File: src/rtl/imem_pkg.sv
// Shared types and helpers for the instruction-memory loader.
package imem_pkg;

  typedef enum logic [1:0] {IDLE, LOAD, DONE} loader_state_t;

  localparam int unsigned BYTES_PER_WORD = 4;
  localparam logic [1:0]  LAST_IDX       = 2'(BYTES_PER_WORD - 1);

  // Little-endian byte lane select: idx 0 is word[7:0].
  function automatic logic [7:0] byte_of(input logic [31:0] word, input logic [1:0] idx);
    return word[{idx, 3'b000} +: 8];
  endfunction

endpackage

File: src/rtl/word_to_bytes_ser.sv
// One-word buffer that serializes a 32-bit word into four byte slots; a new word may be
// loaded during the last slot so consecutive words stream without a bubble.
module word_to_bytes_ser
  import imem_pkg::*;
(
  input  logic        clk,
  input  logic        rst,
  input  logic        accept,
  input  logic [31:0] word_in,
  input  logic        last_in,
  output logic        buf_full,
  output logic [1:0]  idx,
  output logic        last_latched,
  output logic        issue,
  output logic [7:0]  issue_byte
);

  logic [31:0] buf_q, buf_d;
  logic        full_q, full_d;
  logic [1:0]  idx_q, idx_d;
  logic        last_q, last_d;

  always_comb begin
    buf_d  = buf_q;
    full_d = full_q;
    idx_d  = idx_q;
    last_d = last_q;
    if (accept) begin
      buf_d  = word_in;
      last_d = last_in;
      full_d = 1'b1;
      idx_d  = 2'd0;
    end else if (full_q) begin
      if (idx_q == LAST_IDX) begin
        full_d = 1'b0;
      end else begin
        idx_d = idx_q + 2'd1;
      end
    end
  end

  // Look-ahead of the slot occupied next cycle, so the parent can register its outputs.
  assign issue      = full_d;
  assign issue_byte = byte_of(buf_d, idx_d);

  assign buf_full     = full_q;
  assign idx          = idx_q;
  assign last_latched = last_q;

  always_ff @(posedge clk) begin
    if (rst) begin
      buf_q  <= '0;
      full_q <= 1'b0;
      idx_q  <= 2'd0;
      last_q <= 1'b0;
    end else begin
      buf_q  <= buf_d;
      full_q <= full_d;
      idx_q  <= idx_d;
      last_q <= last_d;
    end
  end

endmodule

File: src/rtl/imem_loader.sv
// Streams 32-bit instruction words into a byte-wide RAM as four sequential byte writes,
// holding the CPU off until the load session completes.
module imem_loader
  import imem_pkg::*;
#(
  parameter int unsigned ADDRESS_WIDTH = 12,
  parameter int unsigned DATA_WIDTH    = 8,
  parameter int unsigned LOAD_WORDS    = 1024
) (
  input  logic                     clk,
  input  logic                     rst,
  input  logic                     start,
  input  logic [ADDRESS_WIDTH-1:0] load_base,
  input  logic                     in_valid,
  input  logic [31:0]              in_data,
  input  logic                     in_last,
  output logic                     in_ready,
  output logic                     mem_we,
  output logic [ADDRESS_WIDTH-1:0] mem_addr,
  output logic [DATA_WIDTH-1:0]    mem_wdata,
  output logic                     cpu_hold,
  output logic                     done,
  output logic                     wrapped
);

  localparam int unsigned      CW    = $clog2(LOAD_WORDS) + 1;
  localparam logic [CW-1:0]    LIMIT = CW'(LOAD_WORDS);

  loader_state_t              state_q, state_d;
  logic [ADDRESS_WIDTH-1:0]   addr_q, addr_d;
  logic [CW-1:0]              count_q, count_d;
  logic                       wrapped_q, wrapped_d;
  logic                       mem_we_q, mem_we_d;
  logic [ADDRESS_WIDTH-1:0]   mem_addr_q, mem_addr_d;
  logic [DATA_WIDTH-1:0]      mem_wdata_q, mem_wdata_d;

  logic       buf_full, last_latched, issue, accept, session_end;
  logic [1:0] idx;
  logic [7:0] issue_byte;

  word_to_bytes_ser u_ser (
    .clk          (clk),
    .rst          (rst),
    .accept       (accept),
    .word_in      (in_data),
    .last_in      (in_last),
    .buf_full     (buf_full),
    .idx          (idx),
    .last_latched (last_latched),
    .issue        (issue),
    .issue_byte   (issue_byte)
  );

  assign in_ready = (state_q == LOAD)
                  && (!buf_full || (idx == LAST_IDX && !last_latched))
                  && (count_q < LIMIT);
  assign accept   = in_valid && in_ready;

  // The buffered word is always word number count_q, so the limit test needs no lookahead.
  assign session_end = buf_full && (idx == LAST_IDX) && (last_latched || count_q == LIMIT);

  always_comb begin
    state_d     = state_q;
    addr_d      = addr_q;
    count_d     = count_q;
    wrapped_d   = wrapped_q;
    mem_we_d    = 1'b0;
    mem_addr_d  = mem_addr_q;
    mem_wdata_d = mem_wdata_q;
    unique case (state_q)
      IDLE, DONE: begin
        if (start) begin
          state_d   = LOAD;
          addr_d    = load_base & ~ADDRESS_WIDTH'(3);
          count_d   = '0;
          wrapped_d = 1'b0;
        end
      end
      LOAD: begin
        if (accept) begin
          count_d = count_q + CW'(1);
        end
        if (issue) begin
          mem_we_d    = 1'b1;
          mem_addr_d  = addr_q;
          mem_wdata_d = issue_byte;
          addr_d      = addr_q + ADDRESS_WIDTH'(1);
          if (&addr_q) begin
            wrapped_d = 1'b1;
          end
        end
        if (session_end) begin
          state_d = DONE;
        end
      end
      default: state_d = IDLE;
    endcase
  end

  always_ff @(posedge clk) begin
    if (rst) begin
      state_q     <= IDLE;
      addr_q      <= '0;
      count_q     <= '0;
      wrapped_q   <= 1'b0;
      mem_we_q    <= 1'b0;
      mem_addr_q  <= '0;
      mem_wdata_q <= '0;
    end else begin
      state_q     <= state_d;
      addr_q      <= addr_d;
      count_q     <= count_d;
      wrapped_q   <= wrapped_d;
      mem_we_q    <= mem_we_d;
      mem_addr_q  <= mem_addr_d;
      mem_wdata_q <= mem_wdata_d;
    end
  end

  assign mem_we    = mem_we_q;
  assign mem_addr  = mem_addr_q;
  assign mem_wdata = mem_wdata_q;
  assign cpu_hold  = (state_q != DONE);
  assign done      = (state_q == DONE);
  assign wrapped   = wrapped_q;

endmodule

File: config.mk
export PLATFORM = sky130hd
export DESIGN_NAME = imem_loader
export DESIGN_NICKNAME = d
export VERILOG_FILES = /design/src/rtl/imem_pkg.sv /design/src/rtl/word_to_bytes_ser.sv /design/src/rtl/imem_loader.sv
export SDC_FILE = /design/constraint.sdc
export NUM_CORES = 1
export LEC_CHECK = 0
export BUFFER_PORTS_ARGS = -buffer_cell sky130_fd_sc_hd__buf_2
export CORE_MARGIN = 3
export CORE_UTILIZATION = 54
export DETAILED_ROUTE_END_ITERATION = 8
export PLACE_DENSITY = 0.79
export SKIP_CTS_REPAIR_TIMING = 1
export SYNTH_ARGS = -nofsm -noshare
export SYNTH_HDL_FRONTEND = slang
export SYNTH_SLANG_ARGS = --single-unit
export TNS_END_PERCENT = 5
File: constraint.sdc
create_clock -name clk -period 2 [get_ports clk]
set_clock_uncertainty 0.2 [all_clocks]
set_input_delay 0.2 -clock clk [delete_from_list [all_inputs] [get_ports clk]]
set_output_delay 0.2 -clock clk [all_outputs]
set_load 0.02 [all_outputs]
==> qor.csv, run 1 <==
metric,value,unit
critPathKind,reg -> reg,
tns,0,ns
clockBufferDepth,2,
fin_nets,611,
wl_per_cell,14.4,um
gp_congestion,0.838,
whs_endpoint,addr_q[8]$_SDFFE_PP0P_,
antenna_found_initial,0,
r2r_start,count_q[10]$_SDFFE_PP0P_,
r2r-end,u_ser.buf_q[23]$_SDFF_PP0_,
max_freq,0.547,GHz
cts_tree,built,
cp.arrival,1.90,ns
hold_depth,4,
drt_first_pass_iters,5,
ys_types,46,
die-area,0.00777,mm2
fin_hold_ws,-0.00526,ns
sw_frac_of_total,0.259,
grt_max_degree,63,
required,2.07,ns
coreArea,0.00646,mm2
crit_fanout,24,
die-height,88.2,um
synthesis.nets,507,
intPower,2.54,mW
hold_class,in -> reg,
placed_area,0.00410,mm2
fin_crit,1.83,ns
hp-start,load_base[8],
finalWirelength,9190,um
hpwl,5870,um
clock_latency,0.35,ns
setup_violations,0,
slew_headroom,0.575,
die_w,88.2,um
synth_area,0.00365,mm2
avgSynthCellArea,8.01,um2
failed_checks,negative hold slack,
critPathCaptureType,flip-flop,
netSwitchingPower,0.891,mW
n_antenna_cell,0,
drc,0,
cts_root_buf,clkbuf_8,
grt_pass1_vias,3127,
finalHoldViolCount,2,
ant_nets,0,
overflow,0,
drive_gt1_frac,0.208,
rrSetupSlack,0.17,ns
yosysSeqAreaShare,0.456,
pwr-share-comb,0.144,
syn_inst,455,
crit_start,count_q[10]$_SDFFE_PP0P_,
stdcell_area,0.00466,mm2
vdd_ir_drop_max,0.486,mV
ys_warn_count,0,
clkTransAtPathRegs,0.08,ns
cts.sinks,83,
slew_viol_final,0,
grt_pass1_wl,13600,um
vias_per_cell,5.60,
cts-buffers-inserted,9,
period_share,0.915,
synth_seq_cells,83,
io_pins,74,
drt_iter0_drc,244,
maxCapViolCount,0,
io_buffers,71,
route.vias.total,3580,
p_leak,1.89,nW
start_kind,flip-flop,
h-tree-depth,3,
rsz0062_at_grt,no,
p_seq_frac,0.516,
area_growth,27.8,%
grt_use_total,0.223,
tightest_slew,0.637,ns
initial_core_util,0.565,
clockPowerShare,0.340,
core.rowCount,29,
power_density,737,mW/mm2
status,"finished, violations left",
rr_worst_depth,5,
cells by family after synthesis:
kind of cell,share of synthesized area
and+or+nand+nor,0.221
AOI/OAI and AO/OA,0.196
DFF,0.456
buffers and inverters,0.0439
muxes,0.0494
xor gates and xnor gates,0.0240
adders and majority gates,0.0103
cell usage in the layout (no fill, tap or decap), drive strengths merged, types with 2 or more instances in the layout:
cell type	n
dfxtp	83
mux2	16
xor2	9
a21oi	70
o221ai	8
nand4	4
dlygate4sd3	37
clkbuf	12
o32ai	3
inv	6
a31oi	10
o21a	2
buf	86
nor2	29
a211oi	2
nand3	11
o21ai	12
nor4	2
nand2b	5
nor2b	4
nor3	6
and3	4
nand2	120
ha	3
a21o	2
worst max-delay path, cell delays in order (launching register included):
cell      delay [ns]
dfxtp_1         0.35
and4bb_2        0.36
o21a_1          0.22
buf_4           0.29
nand2_1         0.13
a21oi_1         0.19
worst max-delay path by stage:
stage,cells past startpoint,endpoint
3_3_place_gp,5,addr_q[8]$_SDFFE_PP0P_
2_1_floorplan,6,wrapped$_SDFFE_PP0P_
4_1_cts,4,in_ready
3_5_place_dp,5,addr_q[8]$_SDFFE_PP0P_
5_1_grt,6,wrapped$_SDFFE_PP0P_
6_report,5,u_ser.buf_q[23]$_SDFF_PP0_
sequential cells by signal, indices dropped and copies added, names as in the netlist:
name and cells:
mem_addr 12, u_ser.last_latched 1, mem_wdata 8, u_ser.idx 2
u_ser.buf_full 1, count_q 11, u_ser.buf_q 32, addr_q 12
mem_we 1, wrapped 1, state_q 2
layer usage:
layer	GRT usage	wire [um]
met5	0	0
met4	0.0948	205
met3	0.0508	481
met2	0.376	4590
met1	0.273	3910
area by class of cell:
type	count	area (um2)
multi-input cells	336	1830
fillers	498	1800
flip-flops and latches	83	1660
repair buffers	123	863
clock buffers	12	145
well taps	77	96.3
clock inverters	2	37.5
inverters	6	22.5
cells in the mapped netlist, drive strengths merged:
| cell | instances | area [um2] |
|---|---|---|
| clkbuf | 13 | 48.8 |
| nor2 | 29 | 109 |
| o32ai | 3 | 26.3 |
| inv | 6 | 22.5 |
| a32o | 1 | 10.0 |
| a2111oi | 1 | 8.76 |
| o211a | 1 | 10.0 |
| a31oi | 10 | 62.6 |
| o2111ai | 1 | 8.76 |
| a31o | 1 | 8.76 |
| a211oi | 2 | 15.0 |
| a32oi | 1 | 8.76 |
| o21ai | 12 | 63.8 |
| nand2 | 120 | 450 |
| ha | 3 | 37.5 |
| dfxtp | 83 | 1660 |
| nand4 | 4 | 25.0 |
| a41o | 1 | 10.0 |
| o221ai | 8 | 70.1 |
| nor2b | 4 | 25.0 |
| and4bb | 1 | 12.5 |
| o21a | 2 | 15.0 |
| a21boi | 1 | 7.51 |
| nor3 | 6 | 35.0 |
| buf | 17 | 88.8 |
| and4 | 1 | 8.76 |
| xor2 | 9 | 78.8 |
| xnor2 | 1 | 8.76 |
| a21oi | 70 | 365 |
| and3 | 4 | 25.0 |
| or3 | 1 | 6.26 |
| nand2b | 5 | 31.3 |
| mux2 | 16 | 180 |
| a21o | 2 | 15.0 |
| and3b | 1 | 8.76 |
| a22o | 1 | 8.76 |
| nor4 | 2 | 12.5 |
| nand3 | 11 | 55.1 |
through the flow:
| step | instances | hold WS, ns | util | setup slack [ns] | power [mW] |
|---|---|---|---|---|---|
| finish | 639 | -0.00526 | 0.722 | 0.170 | 3.44 |
| global route | 639 | 0.00358 | 0.722 | 0.0488 | 3.58 |
| CTS | 602 | -0.132 | 0.663 | 0.0240 | 3.38 |
| detailed placement | 588 | 0.243 | 0.634 | 0.0959 | 2.24 |
| global placement | 588 | 0.237 | 0.634 | 0.154 | 2.23 |
| floorplan | 455 | 0.120 | - | 0.256 | 2.09 |
power groups by stage:
stage | combinational (mW) | sequential, mW | clock, mW
detailed placement | 0.429 | 1.81 | 0
finish | 0.494 | 1.77 | 1.17
global route | 0.543 | 1.78 | 1.25
floorplan | 0.268 | 1.82 | 0
global placement | 0.419 | 1.81 | 0
CTS | 0.431 | 1.77 | 1.18
(Power assumes the default switching activity.)
==> inputs of run 2 (changes only) <==
--- a/config.mk
+++ b/config.mk
@@ -5,11 +5,12 @@
 export SDC_FILE = /design/constraint.sdc
 export NUM_CORES = 1
 export LEC_CHECK = 0
-export BUFFER_PORTS_ARGS = -buffer_cell sky130_fd_sc_hd__buf_2
 export CORE_MARGIN = 3
-export CORE_UTILIZATION = 54
+export CORE_UTILIZATION = 55
 export DETAILED_ROUTE_END_ITERATION = 8
-export PLACE_DENSITY = 0.79
+export DONT_BUFFER_PORTS = 1
+export PLACE_DENSITY = 0.7
+export REMOVE_ABC_BUFFERS = 1
 export SKIP_CTS_REPAIR_TIMING = 1
 export SYNTH_ARGS = -nofsm -noshare
 export SYNTH_HDL_FRONTEND = slang
==> qor.csv, run 2 (synthesis results as in run 1) <==
metric,value,unit,change
hold_depth,3,,-1
whs_endpoint,addr_q[7]$_SDFFE_PP0P_,,
coreArea,0.00639,mm2,-1.1%
initial_core_util,0.571,,+0.00641
cpPeakStageDelay,0.40,ns,+0.04 ns
cp.arrival,1.46,ns,-0.44 ns
rrSetupSlack,0.18,ns,about the same
io_buffers,0,,-100%
fin_hold_ws,-0.0538,ns,-0.0485 ns
drt_first_pass_iters,5,,unchanged
drive_gt1_frac,0.117,,-0.0911
top_register,u_ser.buf_q,,
hpwl,5470,um,-6.7%
wl_per_cell,15.0,um,+4.3%
hold_class,in -> reg,,
status,"finished, violations left",,
die-area,0.00764,mm2,-1.7%
grt_pass1_vias,2856,,-8.7%
die_w,87.4,um,-0.85%
rsz0062_at_grt,yes,,
die-height,87.4,um,-0.85%
drc,0,,unchanged
fin_crit,1.86,ns,+0.0299 ns
ant_nets,0,,unchanged
critPathCaptureType,primary output,,
cts_root_buf,clkbuf_8,,
maxCapViolCount,0,,unchanged
finalWorstSetupSlack,0.140,ns,-0.0299 ns
slew_viol_final,0,,unchanged
overflow,0,,unchanged
period_share,0.930,,+0.0149
start_kind,flip-flop,,
final_common_cell,nand2_1,,
cpMostUsedCell,buf_4,,
hp-start,load_base[7],,
critPathKind,reg -> out,,
total_power,3.74,mW,+8.9%
crit_fanout,7,,-71%
cts_tree,built,,
drt_iter0_drc,145,,-41%
tightest_slew,0.452,ns,-0.185 ns
post-place-ws,0.0588,ns,-0.0371 ns
crit_path_cell_trace,and3b_1 -> buf_4 -> nor2_1 -> nor3_2 -> buf_4,,
vias_per_cell,5.61,,about the same
grt_pass1_wl,13200,um,-3.5%
cp_slowest_cell,dfxtp_2,,
grt_max_degree,64,,+1.6%
core.rowCount,29,,unchanged
clock_latency,0.35,ns,about the same
max_freq,0.538,GHz,-1.6%
power_density,829,mW/mm2,+12%
gp_congestion,0.842,,+0.57%
largest_reg_flops,32,,unchanged
grt_use_total,0.220,,-0.00353
setup_violations,0,,unchanged
p_leak,1.68,nW,-11%
clkTransAtPathRegs,0.09,ns,about the same
io_pins,74,,unchanged
finalWirelength,8720,um,-5.1%
slew_headroom,0.698,,+0.123
cts.sinks,83,,unchanged
layout_common_cells,"120 x nand2_1, 79 x dfxtp_1, 68 x a21oi_1",,
vdd_ir_drop_max,0.620,mV,+28%
finalHoldViolCount,1,,-1
failed_checks,negative hold slack,,
antenna_found_initial,0,,unchanged
h-tree-depth,3,,unchanged
n_antenna_cell,0,,unchanged
r2r_start,count_q[10]$_SDFFE_PP0P_,,
route.vias.total,3257,,-9.0%
fin_nets,551,,-9.8%
clockBufferDepth,2,,unchanged
area_growth,23.8,%,
r2r-end,mem_wdata[1]$_SDFFE_PP0P_,,
required,1.60,ns,-0.47 ns
cts-buffers-inserted,9,,unchanged
rr_worst_depth,7,,+2
-- run 2: cell count changes in the layout (fill, tap and decap cells not counted), sizes merged --
| cell | delta |
|---|---|
| bufinv | +2 |
| clkbuf | -1 |
| clkinvlp | -1 |
| dlygate4sd3 | +7 |
| inv | +1 |
| clkinv | +1 |
| buf | -67 |
-- run 2: layer usage --
layer / GRT usage / part of all wire
met1: 0.276 / 0.43
met2: 0.356 / 0.49
met3: 0.0539 / 0.058
met5: 0 / 0
met4: 0.0962 / 0.021
-- run 2: area by class of cell --
class	count	area (um2)
Inverter	6	22.5
Fill cell	521	1870
Clock buffer	11	151
Timing Repair Buffer	63	628
Multi-Input combinational cell	336	1840
Sequential cell	83	1670
Clock inverter	5	108
Tap cell	77	96.3
-- run 2: through the flow --
step / TNS, ns / util / hold slack [ns] / instances / instance area, um2
finish: 0 / 0.707 / -0.0538 / 581 / 4510
global placement: 0 / 0.590 / 0.0751 / 520 / 3760
global route: -0.00555 / 0.707 / 0.0162 / 581 / 4510
detailed placement: 0 / 0.590 / 0.0764 / 520 / 3760
CTS: -0.0323 / 0.630 / -0.312 / 536 / 4020
floorplan: -3.96 / - / 0.0691 / 425 / 3510
-- run 2: how the worst max path moves through the flow --
stage	from	to	cells past startpoint
finish	u_ser.idx[1]$_SDFF_PP0_	in_ready	5
CTS	u_ser.idx[1]$_SDFF_PP0_	in_ready	5
global placement	u_ser.buf_full$_SDFF_PP0_	addr_q[8]$_SDFFE_PP0P_	5
global route	u_ser.idx[0]$_SDFF_PP0_	in_ready	5
detailed placement	u_ser.buf_full$_SDFF_PP0_	addr_q[10]$_SDFFE_PP0P_	5
floorplan	u_ser.idx[1]$_SDFF_PP0_	count_q[7]$_SDFFE_PP0P_	5
-- run 2: worst max-delay path, delay by kind of cell (launching register included) --
| family | cells | cell delay [ns] |
|---|---|---|
| AND/OR/NAND/NOR | 3 | 0.42 |
| buffers and inverters | 2 | 0.30 |
| flip-flops | 1 | 0.40 |
-- run 2: power breakdown --
part | switching, mW | leakage [nW] | total [mW] | internal, mW
combinational | 0.230 | 0.870 | 0.428 | 0.199
clock | 0.611 | 0.130 | 1.52 | 0.904
sequential | 0.0782 | 0.676 | 1.80 | 1.72
total | 0.918 | 1.68 | 3.74 | 2.82
